$ cat src/rtl/cpu_ctrl_pkg.sv
// Shared constants and types for the 8-bit CPU control path.
// Holds the control-word bit indices and masks, the opcode encodings, the
// microstep constants T0..T4, and the 16-bit control word type. The register,
// ALU and RAM blocks import this package to find their control bits.
package cpu_ctrl_pkg;

    localparam int unsigned STEPS    = 5;
    localparam int unsigned STEP_W   = 3;
    localparam int unsigned OPCODE_W = 4;
    localparam int unsigned CTRL_W   = 16;

    typedef logic [CTRL_W-1:0] ctrl_word_t;

    // Control-word bit positions
    localparam int unsigned HLT_B = 15;
    localparam int unsigned MI_B  = 14;
    localparam int unsigned RI_B  = 13;
    localparam int unsigned RO_B  = 12;
    localparam int unsigned IO_B  = 11;
    localparam int unsigned II_B  = 10;
    localparam int unsigned AI_B  = 9;
    localparam int unsigned AO_B  = 8;
    localparam int unsigned EO_B  = 7;
    localparam int unsigned SU_B  = 6;
    localparam int unsigned BI_B  = 5;
    localparam int unsigned OI_B  = 4;
    localparam int unsigned CE_B  = 3;
    localparam int unsigned CO_B  = 2;
    localparam int unsigned J_B   = 1;
    localparam int unsigned FI_B  = 0;

    // One-hot masks for building microcode words
    localparam ctrl_word_t C_HLT = ctrl_word_t'(1) << HLT_B;
    localparam ctrl_word_t C_MI  = ctrl_word_t'(1) << MI_B;
    localparam ctrl_word_t C_RI  = ctrl_word_t'(1) << RI_B;
    localparam ctrl_word_t C_RO  = ctrl_word_t'(1) << RO_B;
    localparam ctrl_word_t C_IO  = ctrl_word_t'(1) << IO_B;
    localparam ctrl_word_t C_II  = ctrl_word_t'(1) << II_B;
    localparam ctrl_word_t C_AI  = ctrl_word_t'(1) << AI_B;
    localparam ctrl_word_t C_AO  = ctrl_word_t'(1) << AO_B;
    localparam ctrl_word_t C_EO  = ctrl_word_t'(1) << EO_B;
    localparam ctrl_word_t C_SU  = ctrl_word_t'(1) << SU_B;
    localparam ctrl_word_t C_BI  = ctrl_word_t'(1) << BI_B;
    localparam ctrl_word_t C_OI  = ctrl_word_t'(1) << OI_B;
    localparam ctrl_word_t C_CE  = ctrl_word_t'(1) << CE_B;
    localparam ctrl_word_t C_CO  = ctrl_word_t'(1) << CO_B;
    localparam ctrl_word_t C_J   = ctrl_word_t'(1) << J_B;
    localparam ctrl_word_t C_FI  = ctrl_word_t'(1) << FI_B;

    // Opcodes (9..13 decode as NOP)
    localparam logic [OPCODE_W-1:0] OP_NOP = 4'd0;
    localparam logic [OPCODE_W-1:0] OP_LDA = 4'd1;
    localparam logic [OPCODE_W-1:0] OP_ADD = 4'd2;
    localparam logic [OPCODE_W-1:0] OP_SUB = 4'd3;
    localparam logic [OPCODE_W-1:0] OP_STA = 4'd4;
    localparam logic [OPCODE_W-1:0] OP_LDI = 4'd5;
    localparam logic [OPCODE_W-1:0] OP_JMP = 4'd6;
    localparam logic [OPCODE_W-1:0] OP_JC  = 4'd7;
    localparam logic [OPCODE_W-1:0] OP_JZ  = 4'd8;
    localparam logic [OPCODE_W-1:0] OP_OUT = 4'd14;
    localparam logic [OPCODE_W-1:0] OP_HLT = 4'd15;

    // Microsteps
    localparam logic [STEP_W-1:0] T0 = 3'd0;
    localparam logic [STEP_W-1:0] T1 = 3'd1;
    localparam logic [STEP_W-1:0] T2 = 3'd2;
    localparam logic [STEP_W-1:0] T3 = 3'd3;
    localparam logic [STEP_W-1:0] T4 = 3'd4;

endpackage

$ cat src/rtl/step_counter.sv
// Mod-STEPS microstep counter.
// Ports: clock (rising edge), clear (sync, active high, forces T0),
//        enable (advance one step per clock), step (current microstep).
module step_counter
    import cpu_ctrl_pkg::*;
(
    input  logic              clock,
    input  logic              clear,
    input  logic              enable,
    output logic [STEP_W-1:0] step
);

    logic [STEP_W-1:0] step_q;
    logic [STEP_W-1:0] step_d;

    // Wrap from the last step back to T0
    always_comb begin
        step_d = step_q;
        if (enable) begin
            if (step_q == STEP_W'(STEPS - 1)) begin
                step_d = T0;
            end else begin
                step_d = step_q + STEP_W'(1);
            end
        end
    end

    always_ff @(posedge clock) begin
        if (clear) begin
            step_q <= T0;
        end else begin
            step_q <= step_d;
        end
    end

    assign step = step_q;

endmodule

$ cat src/rtl/control_sequencer.sv
// Microstep sequencer and instruction decoder for the 8-bit CPU.
// Ports: clock, clear (sync, active high), run (1 = advance), opcode (IR upper
//        nibble, valid T2..T4), carry_flag/zero_flag (registered flags),
//        step (current microstep), halted (set after HLT), ctrl (control word,
//        combinational from step/opcode/flags/run/halted/clear).
module control_sequencer
    import cpu_ctrl_pkg::*;
(
    input  logic                clock,
    input  logic                clear,
    input  logic                run,
    input  logic [OPCODE_W-1:0] opcode,
    input  logic                carry_flag,
    input  logic                zero_flag,
    output logic [STEP_W-1:0]   step,
    output logic                halted,
    output logic [CTRL_W-1:0]   ctrl
);

    logic              halted_q;
    logic              halted_d;
    logic              halt_now;
    logic              count_en;
    logic [STEP_W-1:0] step_w;
    ctrl_word_t        ucode;

    // HLT completes on the edge that ends T2; the counter must not advance on
    // that same edge so step freezes at T2.
    assign halt_now = run && !halted_q && (step_w == T2) && (opcode == OP_HLT);
    assign count_en = run && !halted_q && !halt_now;
    assign halted_d = halted_q || halt_now;

    always_ff @(posedge clock) begin
        if (clear) begin
            halted_q <= 1'b0;
        end else begin
            halted_q <= halted_d;
        end
    end

    step_counter u_step_counter (
        .clock  (clock),
        .clear  (clear),
        .enable (count_en),
        .step   (step_w)
    );

    // Microcode: fetch is common, execute decodes opcode at T2..T4
    always_comb begin
        ucode = ctrl_word_t'(0);
        if (step_w == T0) begin
            ucode = C_CO | C_MI;
        end else if (step_w == T1) begin
            ucode = C_RO | C_II | C_CE;
        end else begin
            case (opcode)
                OP_LDA: begin
                    if (step_w == T2) ucode = C_IO | C_MI;
                    else if (step_w == T3) ucode = C_RO | C_AI;
                end
                OP_ADD: begin
                    if (step_w == T2) ucode = C_IO | C_MI;
                    else if (step_w == T3) ucode = C_RO | C_BI;
                    else if (step_w == T4) ucode = C_EO | C_AI | C_FI;
                end
                OP_SUB: begin
                    if (step_w == T2) ucode = C_IO | C_MI;
                    else if (step_w == T3) ucode = C_RO | C_BI;
                    else if (step_w == T4) ucode = C_EO | C_AI | C_SU | C_FI;
                end
                OP_STA: begin
                    if (step_w == T2) ucode = C_IO | C_MI;
                    else if (step_w == T3) ucode = C_AO | C_RI;
                end
                OP_LDI: if (step_w == T2) ucode = C_IO | C_AI;
                OP_JMP: if (step_w == T2) ucode = C_IO | C_J;
                OP_JC:  if (step_w == T2 && carry_flag) ucode = C_IO | C_J;
                OP_JZ:  if (step_w == T2 && zero_flag) ucode = C_IO | C_J;
                OP_OUT: if (step_w == T2) ucode = C_AO | C_OI;
                OP_HLT: if (step_w == T2) ucode = C_HLT;
                default: ucode = ctrl_word_t'(0);
            endcase
        end
    end

    // Gating priority: clear, then halt, then pause
    always_comb begin
        if (clear) begin
            ctrl = ctrl_word_t'(0);
        end else if (halted_q) begin
            ctrl = C_HLT;
        end else if (!run) begin
            ctrl = ctrl_word_t'(0);
        end else begin
            ctrl = ucode;
        end
    end

    assign step   = step_w;
    assign halted = halted_q;

endmodule

$ cat config.mk
export PLATFORM = sky130hd
export DESIGN_NAME = control_sequencer
export DESIGN_NICKNAME = d
export VERILOG_FILES = /design/src/rtl/cpu_ctrl_pkg.sv /design/src/rtl/step_counter.sv /design/src/rtl/control_sequencer.sv
export SDC_FILE = /design/constraint.sdc
export NUM_CORES = 1
export LEC_CHECK = 0
export ABC_AREA = 1
export BUFFER_PORTS_ARGS = -buffer_cell sky130_fd_sc_hd__buf_4
export CAP_MARGIN = 20
export CORE_AREA = 2 2 39 41
export CTS_CLUSTER_SIZE = 30
export DETAILED_ROUTE_END_ITERATION = 6
export DIE_AREA = 0 0 41 43
export GPL_TIMING_DRIVEN = 0
export PLACE_DENSITY = 0.75
export SYNTH_ARGS = -nofsm -noshare
export SYNTH_HDL_FRONTEND = slang
export SYNTH_HIERARCHICAL = 1
export SYNTH_SLANG_ARGS = --single-unit
$ cat constraint.sdc
create_clock -name clock -period 2.6 [get_ports clock]
set_input_delay 0.39 -clock clock [delete_from_list [all_inputs] [get_ports clock]]
set_output_delay 0.39 -clock clock [all_outputs]
set_load 0.005 [all_outputs]
==> results of run 1 <==
[Yosys cell counts (3+ instances only)]
library cell | n | share of area
nand3_1 | 7 | 0.057
nor3_2 | 4 | 0.065
inv_1 | 17 | 0.10
dfxtp_1 | 4 | 0.13
nor2_1 | 18 | 0.11
a21oi_1 | 4 | 0.033
nand4_1 | 3 | 0.031
nor2_2 | 7 | 0.071
inv_2 | 3 | 0.018
nand2_1 | 29 | 0.18
[stage by stage]
stage               cells  setup WS, ns  power, µW
floorplan             110         1.078      126.4
detailed placement    154        0.7966      161.3
global placement      154        0.8009      160.1
CTS                   157        0.6946      245.7
finish                157        0.7064      239.3
global route          157        0.5569      264.0
[kinds of logic (layout without fill, tap and decap cells)]
family / after synthesis / after routing / share of synthesized area
flops: 4 / 4 / 0.1306
fa+ha+maj: 2 / 2 / 0.04081
simple gates: 74 / 74 / 0.5959
buf+inv: 22 / 53 / 0.1469
compound gates: 8 / 8 / 0.08573
[worst max-delay path: cells and delay by family (launching register included)]
family	cells	cell delay, ns
AND/OR/NAND/NOR	3	0.44
flip-flops	1	0.50
buffers and inverters	3	0.32
[power breakdown]
group	total [µW]	internal (µW)	leakage, µW	switching, µW
clock	79.7	51.8	0.0000138	27.9
sequential	72.2	65.0	0.0000327	7.19
combinational	87.4	37.1	0.000434	50.4
total	239	154	0.000480	85.4
[routing by layer]
metal | vias to the layer above | share of wire
met1 | 313 | 0.42
met3 | 0 | 0.057
li1 | 402 | -
met5 | - | 0
met2 | 19 | 0.53
met4 | 0 | 0
[registers in the layout (all words and copies together), names as in the netlist]
register and cells:
halted 1, u_step_counter/step 3
[cells in the final DEF, fill, tap and decap left out]
cell,count
nand2_2,2
o21a_1,1
a21oi_1,4
a21boi_0,1
nor3_4,1
nand2_1,29
ha_1,2
nand4_1,3
dfxtp_1,4
a21oi_2,1
clkbuf_4,3
nor2_2,7
nor4_1,1
nor3_1,1
inv_1,17
buf_4,30
nand3_1,7
nand2_4,1
nor3_2,4
inv_2,3
o21ai_2,1
nor2_1,18
[final cells by class]
| cell class | instances | area, µm² | share of cell area |
|---|---|---|---|
| Clock buffer | 3 | 22.52 | 0.02601 |
| Multi-Input combinational cell | 84 | 442.9 | 0.5116 |
| Buffer | 2 | 15.01 | 0.01734 |
| Sequential cell | 4 | 80.08 | 0.09249 |
| Tap cell | 16 | 20.02 | 0.02312 |
| Timing Repair Buffer | 28 | 210.2 | 0.2428 |
| Inverter | 20 | 75.07 | 0.08671 |
[worst max path at each step]
stage                     slack, ns  depth (start not counted)      end
after detailed placement       0.80                          9  ctrl[7]
after global routing           0.56                          8  ctrl[9]
after global placement         0.80                          9  ctrl[7]
final                          0.71                          6  ctrl[7]
after floorplan                1.08                          7  ctrl[7]
after CTS                      0.69                          6  ctrl[7]
==> flow_summary_export.csv, run 1 <==
group,metric,value,unit
layout,fin_util,0.6257,
route,viasPerCell,4.675,
cts,numCtsBuffers,3,
synth,syn_area,613.1,µm²
grt,grt_max_degree,9,
worst_hold_path,hp-start,"clear",
critical_path,crit_type,"flop to primary output",
sta,slew_headroom,0.6562,
cts,holdBufCountCts,0,
cts,cts.sinks,4,
grt,busiest_layer,"met2",
layout,antenna_cells,0,
grt,grt_pass1_vias,622,
critical_path,cp_slowest_cell,"dfxtp_1",
route,wl_per_cell,9.121,µm
critical_path,worstPathRequired,2.21,ns
synth,synth-main-ff-cell,"dfxtp_1",
grt,antenna_found_initial,0,
cts,cts.clk_slew.worst_paths,0.04,ns
sta,setup_viol_count_final,0,
grt,globalRouteTotalUtil,0.1881,
synth,yosysUniqueCellTypes,21,
sta,report.final.slew_viol_count,0,
placement,place_area,843.3,µm²
synth,yosysSeqAreaShare,0.1306,
placement,gp_congestion,0.7608,
worst_hold_path,worst_hold_path.num_cells,2,
floorplanning,ios,29,
route,via_count,734,
cts,root_buffer,"clkbuf_4",
critical_path,crit_start,"u_step_counter/step[2]",
sta,holdWs,0.3603,ns
critical_path,cpMostUsedCell,"buf_4",
synth,syn_inst,110,
layout,fillers,136,
sta,finClkSkew,0.001954,ns
power_and_ir_drop,power.density,276.3,nW/µm²
power_and_ir_drop,ir_drop,212.0,µV
critical_path,path_max_fanout,8,
cts,cts_setup_buffers,0,
layout,drive_gt1_frac,0.3759,
critical_path,r2r_cells,5,
placement,post-dp-hpwl,1212,µm
layout,final_area,865.8,µm²
worst_hold_path,hold_class,"primary input to flop",
grt,use_met1,0.2201,
synth,yosysWarnings,6,
synth,avgSynthCellArea,5.574,µm²
route,first_pass_iters,4,
sta,rsz0062_at_grt,"false",
critical_path,arrival,1.50,ns
cts,cts_resized,0,
grt,gr-total-overflow,0,
run_status,status,"complete, no violations",
critical_path,regToRegSetupSlack,1.07,ns
critical_path,crit_path_end_kind,"primary output",
cts,h-tree-depth,1,
worst_hold_path,whs_endpoint,"u_step_counter/step[0]",
job,maxCapViolCount,0,
synth,synth-edff-count,0,
layout,syn_to_final_growth,41.22,%
critical_path,r2r-end,"u_step_counter/step[2]",
floorplanning,die-area,1763,µm²
sta,worst_pin_slew,0.5111,ns
layout,final_nets,154,
synth,ys_ff_latch,4,
floorplanning,row_count,14,
floorplanning,dieHeight,43,µm
sta,hold_viol_final,0,
route,drt_iter0_markers,13,
floorplanning,die_w,41,µm
sta,fmax,528.1,MHz
route,ant_nets,0,
floorplanning,start_util,0.4430,
route,drt_wl_total,1432,µm
cts,clk_path_buf_depth,2,
sta,fin_crit_sh,0.7283,
placement,placement.io_buffers,28,
grt,grt_use_met2,0.3000,
synth,synth-async-reset-ratio,0,
grt,grt_pass1_wl,2332,µm
floorplanning,core_area,1384,µm²
synth,syn_nets,121,
critical_path,max_stage_delay,0.50,ns
route,drc,0,
critical_path,crit_path_cell_trace,"inv_1, nor2_1, nand3_1, nor2_2, buf_4, buf_4",
sta,finalCriticalPeriod,1.894,ns
cts,clk_latency,0.24,ns
critical_path,start_kind,"flop",
grt,grtUsageMet3,0.04188,
sta,setup-tns-final,0,ns
critical_path,r2r_start,"u_step_counter/step[2]",
power_and_ir_drop,leakage,0.0004805,µW
cts,cts_tree,"built",
Power figures use the tool's default switching activity.
==> run 2: changes to the inputs <==
ABC_AREA = 0   (was 1)
CORE_AREA = unset   (was 2 2 39 41)
CORE_UTILIZATION = 38   (was unset)
DIE_AREA = unset   (was 0 0 41 43)
PLACE_DENSITY = 0.69   (was 0.75)
clock period = 1.6 ns   (was 2.6 ns; I/O delays follow)
==> flow_summary_export.csv, run 2 <==
group,metric,value,unit
floorplanning,start_util,0.4087,
power_and_ir_drop,ir_drop,459.2,µV
cts,h-tree-depth,1,
route,drt_wl_total,2122,µm
cts,root_buffer,"clkbuf_4",
sta,fmax,539.4,MHz
route,ant_nets,0,
sta,finClkSkew,0.0009338,ns
layout,mostFrequentLayoutCell,"buf_4",
layout,syn_to_final_growth,108.7,%
route,first_pass_iters,4,
floorplanning,core_area,1301,µm²
route,viasPerCell,6.060,
run_status,violations,"negative setup slack",
layout,final_cell_mix,"buf_4 (33), buf_6 (6)",
synth,syn_inst,76,
cts,numCtsBuffers,3,
cts,clk_path_buf_depth,2,
critical_path,arrival,1.61,ns
sta,rsz0062_at_grt,"true",
synth,synth_common_cells,"nor2_1 (7), nor3_1 (6), a21oi_1 (5), inv_1 (5)",
sta,hold_viol_final,0,
sta,fin_crit_sh,1.159,
floorplanning,ios,29,
cts,cts.sinks,4,
cts,cts.clk_slew.worst_paths,0.04,ns
synth,yosys.area.top_type_share,0.1506,
grt,gr-total-overflow,0,
critical_path,r2r_start,"u_step_counter/step[1]",
cts,clk_latency,0.24,ns
critical_path,start_kind,"flop",
sta,report.final.slew_viol_count,0,
layout,largest_register_ffs,3,
synth,syn_area,531.8,µm²
route,wl_per_cell,15.95,µm
layout,antenna_cells,0,
critical_path,cp_slowest_cell,"or3b_4",
placement,gp_congestion,0.7731,
grt,antenna_found_initial,0,
synth,yosysUniqueCellTypes,33,
sta,layout_setup_ws,-0.2539,ns
layout,final_cells,133,
synth,yosysSeqAreaShare,0.1506,
grt,grt_pass1_wl,2559,µm
critical_path,worstPathRequired,1.36,ns
floorplanning,dieHeight,39.41,µm
sta,slew_headroom,0.7284,
synth,synth-main-ff-cell,"dfxtp_1",
route,drc,0,
grt,grt_pass1_vias,603,
synth,synth_area_leaders,"dfxtp_1 (15%), nor3_1 (5.6%), nor2_1 (4.9%)",
critical_path,crit_type,"flop to primary output",
floorplanning,row_count,13,
cts,holdBufCountCts,0,
placement,placement.io_buffers,27,
cts,cts_tree,"built",
placement,dpl.cell_count,118,
critical_path,crit_path_cell_trace,"or3b_4, a311o_1, a211oi_2, buf_4",
layout,final_nets,131,
placement,dp_worst_setup_slack,-0.2980,ns
synth,synth-edff-count,0,
floorplanning,die-area,1553,µm²
placement,post-dp-hpwl,1073,µm
critical_path,max_stage_delay,0.40,ns
synth,avgSynthCellArea,6.997,µm²
power_and_ir_drop,leakage,0.0004396,µW
sta,setup_viol_count_final,15,
run_status,status,"finished, violations left",
sta,holdWs,0.2244,ns
critical_path,crit_path_end_kind,"primary output",
synth,synth.most_common_cell,"nor2_1",
route,drt_iter0_markers,17,
power_and_ir_drop,power.density,402.9,nW/µm²
critical_path,crit_start,"u_step_counter/step[1]",
synth,syn_nets,87,
synth,yosysTopAreaCell,"dfxtp_1",
synth,yosysWarnings,6,
grt,grt_max_degree,12,
layout,drive_gt1_frac,0.6610,
job,maxCapViolCount,0,
worst_hold_path,hp-start,"clear",
worst_hold_path,hold_class,"primary input to flop",
critical_path,path_max_fanout,4,
floorplanning,die_w,39.41,µm
sta,worst_pin_slew,0.4050,ns
synth,synth-async-reset-ratio,0,
synth,ys_ff_latch,4,
sta,finalCriticalPeriod,1.854,ns
grt,globalRouteTotalUtil,0.2383,
route,via_count,806,
## run 2: cell types whose count changed in the layout (fill, tap and decap cells not counted), sizes merged, moves of 3 or more
cell,delta
a211oi,+3
buf,+13
inv,-15
nand2,-28
nand3,-4
nor2,-18
## run 2: critical path: cells and delay by family (launching register included)
family / cells / cell delay [ns]
compound gates: 2 / 0.48
simple gates: 1 / 0.40
flops: 1 / 0.35
buf+inv: 1 / 0.13
## run 2: worst paths after layout
| kind | to | slack (ns) | cells after the start |
|---|---|---|---|
| setup / recovery | ctrl[11] | -0.25 | 4 |
| hold / removal | u_step_counter/step[0] | 0.22 | 2 |
| setup reg to reg | u_step_counter/step[2] | -0.02 | 5 |
| hold reg to reg | halted | 0.55 | 2 |
## run 2: cells by family after synthesis
group / Yosys count / synth area share
multiplexers: 1 / 0.01882
flip-flops: 4 / 0.1506
AND/OR/NAND/NOR: 39 / 0.4306
adder cells (fa/ha/maj): 2 / 0.04705
AO/OA/AOI/OAI: 18 / 0.2400
XOR/XNOR: 1 / 0.01647
buffers and inverters: 11 / 0.09647
## run 2: stage by stage
stage	power, µW	util	area (µm²)	setup TNS [ns]
final	447.1	0.8529	1110	-1.982
after floorplan	187.9	-	535.5	0
after CTS	394.3	0.6971	907.1	-1.679
after detailed placement	238.4	0.5817	757.0	-1.825
after global placement	236.9	0.5817	757.0	-2.018
after global routing	469.7	0.8529	1110	-2.700
## run 2: cell type report
type | count | area (µm²)
Buffer | 6 | 37.54
Multi-Input combinational cell | 61 | 579.3
Inverter | 5 | 18.77
Timing Repair Buffer | 39 | 337.8
Sequential cell | 4 | 95.09
Clock buffer | 3 | 22.52
Fill cell | 69 | 191.4
Tap cell | 15 | 18.77
## run 2: what timing repair did
action / in CTS / in global routing
endpoints found under the setup margin: 17 / 17
buffers inserted: 5 / 7
gates resized for setup: 20 / 37
pin swaps: 9 / 13
hold endpoints to repair: 0 / 0
## run 2: layer usage
layer  vias up  wire length, µm  GRT usage
met5         -                0          0
met4         0               78    0.09483
met3        11               84    0.01705
met2        39             1181     0.4426
met1       381              776     0.2736
li1        375                -          -
## run 2: power breakdown
part	internal, µW	switching, µW
registers	102	5.29
clock network	84.7	52.2
logic	97.6	106
total	284	163
==> run 3: changes to the inputs <==
CORE_UTILIZATION = 41   (was 38)
PLACE_DENSITY = 0.7   (was 0.69)
SYNTH_HIERARCHICAL = unset   (was 1)
==> flow_summary_export.csv, run 3 <==
group,metric,value,unit
critical_path,r2r_cells,6,
sta,fmax,490.6,MHz
floorplanning,dieHeight,41.18,µm
synth,ys_ff_latch,4,
cts,numCtsBuffers,3,
grt,globalRouteTotalUtil,0.2322,
cts,cts.clk_slew.worst_paths,0.04,ns
route,via_count,776,
route,drt_wl_total,2117,µm
cts,clk_latency,0.23,ns
route,viasPerCell,5.315,
critical_path,arrival,1.80,ns
layout,drive_gt1_frac,0.5878,
sta,fin_crit_sh,1.274,
critical_path,worstPathRequired,1.36,ns
critical_path,regToRegSetupSlack,0.03,ns
placement,post-dp-hpwl,1207,µm
grt,grt_pass1_wl,2642,µm
job,maxCapViolCount,0,
synth,yosys.area.top_type_share,0.1272,
critical_path,r2r-end,"u_step_counter.step[0]",
sta,finClkSkew,0.001130,ns
sta,holdWs,0.2101,ns
floorplanning,die_w,41.18,µm
critical_path,crit_start,"u_step_counter.step[1]",
sta,report.final.slew_viol_count,0,
critical_path,crit_path_end_kind,"primary output",
sta,setup_viol_count_final,16,
cts,holdBufCountCts,0,
route,drc,0,
critical_path,endpoint,"ctrl[7]",
sta,hold_viol_final,0,
synth,synth_area_leaders,"dfxtp_1 (13%), ha_1 (9.9%), nor2_1 (8.9%)",
layout,final_cell_mix,"buf_4 (30), buf_6 (13), nor2_1 (13)",
layout,largest_register_ffs,3,
synth,synth-main-ff-cell,"dfxtp_1",
critical_path,crit_type,"flop to primary output",
synth,yosysSeqAreaShare,0.1272,
synth,syn_inst,88,
synth,syn_nets,102,
synth,synth-edff-count,0,
power_and_ir_drop,total_power,481.9,µW
synth,yosysWarnings,0,
grt,grt_pass1_vias,628,
floorplanning,die-area,1696,µm²
layout,syn_to_final_growth,82.90,%
cts,cts_tree,"built",
layout,final_nets,147,
floorplanning,start_util,0.4606,
power_and_ir_drop,leakage,0.0005397,µW
grt,antenna_found_initial,0,
cts,cts.sinks,4,
synth,yosysTopAreaCell,"dfxtp_1",
grt,grt_max_degree,11,
layout,multi_input_area,608.1,µm²
sta,layout_setup_ws,-0.4385,ns
run_status,status,"finished, violations left",
run_status,violations,"negative setup slack",
route,first_pass_iters,5,
worst_hold_path,hold_class,"primary input to flop",
sta,rsz0062_at_grt,"true",
floorplanning,core_area,1366,µm²
placement,dp_worst_setup_slack,-0.2270,ns
synth,syn_area,629.4,µm²
sta,finalCriticalPeriod,2.038,ns
critical_path,start_kind,"flop",
placement,placement.io_buffers,27,
synth,yosysUniqueCellTypes,39,
layout,fillers,88,
route,ant_nets,0,
critical_path,path_max_fanout,5,
route,wl_per_cell,14.50,µm
route,drt_iter0_markers,23,
synth,synth_common_cells,"nor2_1 (15), nand2_1 (9), a21oi_1 (8), inv_1 (6), ha_1 (5)",
layout,mostFrequentLayoutCell,"buf_4",
layout,final_area,1151,µm²
floorplanning,row_count,13,
cts,root_buffer,"clkbuf_4",
power_and_ir_drop,ir_drop,423.9,µV
grt,gr-total-overflow,0,
synth,avgSynthCellArea,7.152,µm²
layout,fin_util,0.8425,
layout,antenna_cells,0,
synth,synth-async-reset-ratio,0,
cts,h-tree-depth,1,
synth,synth.most_common_cell,"nor2_1",
layout,register_area,88.84,µm²
floorplanning,ios,29,
sta,slew_headroom,0.6516,
power_and_ir_drop,power.density,418.7,nW/µm²
cts,clk_path_buf_depth,2,
placement,place_area,874.6,µm²
placement,gp_congestion,0.7534,
sta,worst_pin_slew,0.5226,ns
critical_path,r2r_start,"u_step_counter.step[0]",
run 3: changes by cell type after synthesis, sizes merged, moves of 3 or more:
cell and delta:
ha +3, nor3 -5, a211oi -3, a21oi +3, and3 +3, nand2 +5, nor2b +3, nor2 +8
run 3: logic make-up after synthesis:
group           synth area share
compound gates            0.1909
xor+xnor                 0.01392
fa+ha+maj                0.09940
buf+inv                  0.09939
flops                     0.1272
mux                      0.03181
simple gates              0.4374
run 3: cell type report:
type,instances,area share
flip-flops and latches,4,0.07717
repair buffers,40,0.2935
plain buffers,6,0.04130
well taps,15,0.01630
multi-input cells,72,0.5283
clock buffers,3,0.01957
inverters,6,0.02391
run 3: worst min-delay path by stage:
stage	start	endpoint	slack [ns]	cells past startpoint
final	clear	u_step_counter.step[0]	0.21	2
after global routing	clear	u_step_counter.step[1]	0.21	2
after CTS	clear	u_step_counter.step[0]	0.19	2
after detailed placement	clear	u_step_counter.step[0]	0.45	2
after global placement	clear	u_step_counter.step[0]	0.44	2
after floorplan	clear	u_step_counter.step[0]	0.30	1
run 3: layer usage:
metal / part of all wire / track usage / vias to the layer above
li1: - / - / 389
met4: 0.029 / 0.04839 / 0
met2: 0.52 / 0.4141 / 24
met5: 0 / 0 / -
met1: 0.41 / 0.2821 / 357
met3: 0.036 / 0.04891 / 6
run 3: through the flow:
stage          TNS, ns  cells
2_1_floorplan        0     88
3_3_place_gp    -1.140    130
3_5_place_dp    -1.250    130
4_1_cts         -4.849    143
5_1_grt         -6.380    146
6_report        -5.251    146
run 3: worst max-delay path, stage by stage, from the launching register on:
cell and delay (ns):
dfxtp_4 0.36, inv_4 0.04, buf_4 0.13, ha_4 0.16, o21bai_2 0.17, nor2b_4 0.20
o211a_4 0.18, and2_4 0.15, buf_6 0.09, buf_6 0.08
run 3: power by group:
part / switching (µW) / internal, µW
Combinational: 111 / 134
Clock: 41.8 / 83.9
Sequential: 7.08 / 104
Total: 160 / 322
run 3: what timing repair did:
action                                  in CTS  in global routing
gates cloned                                 0                  0
endpoints found under the setup margin      16                 17
pin swaps                                   10                  8
gates resized for setup                     26                 12
setup buffers                               10                  4
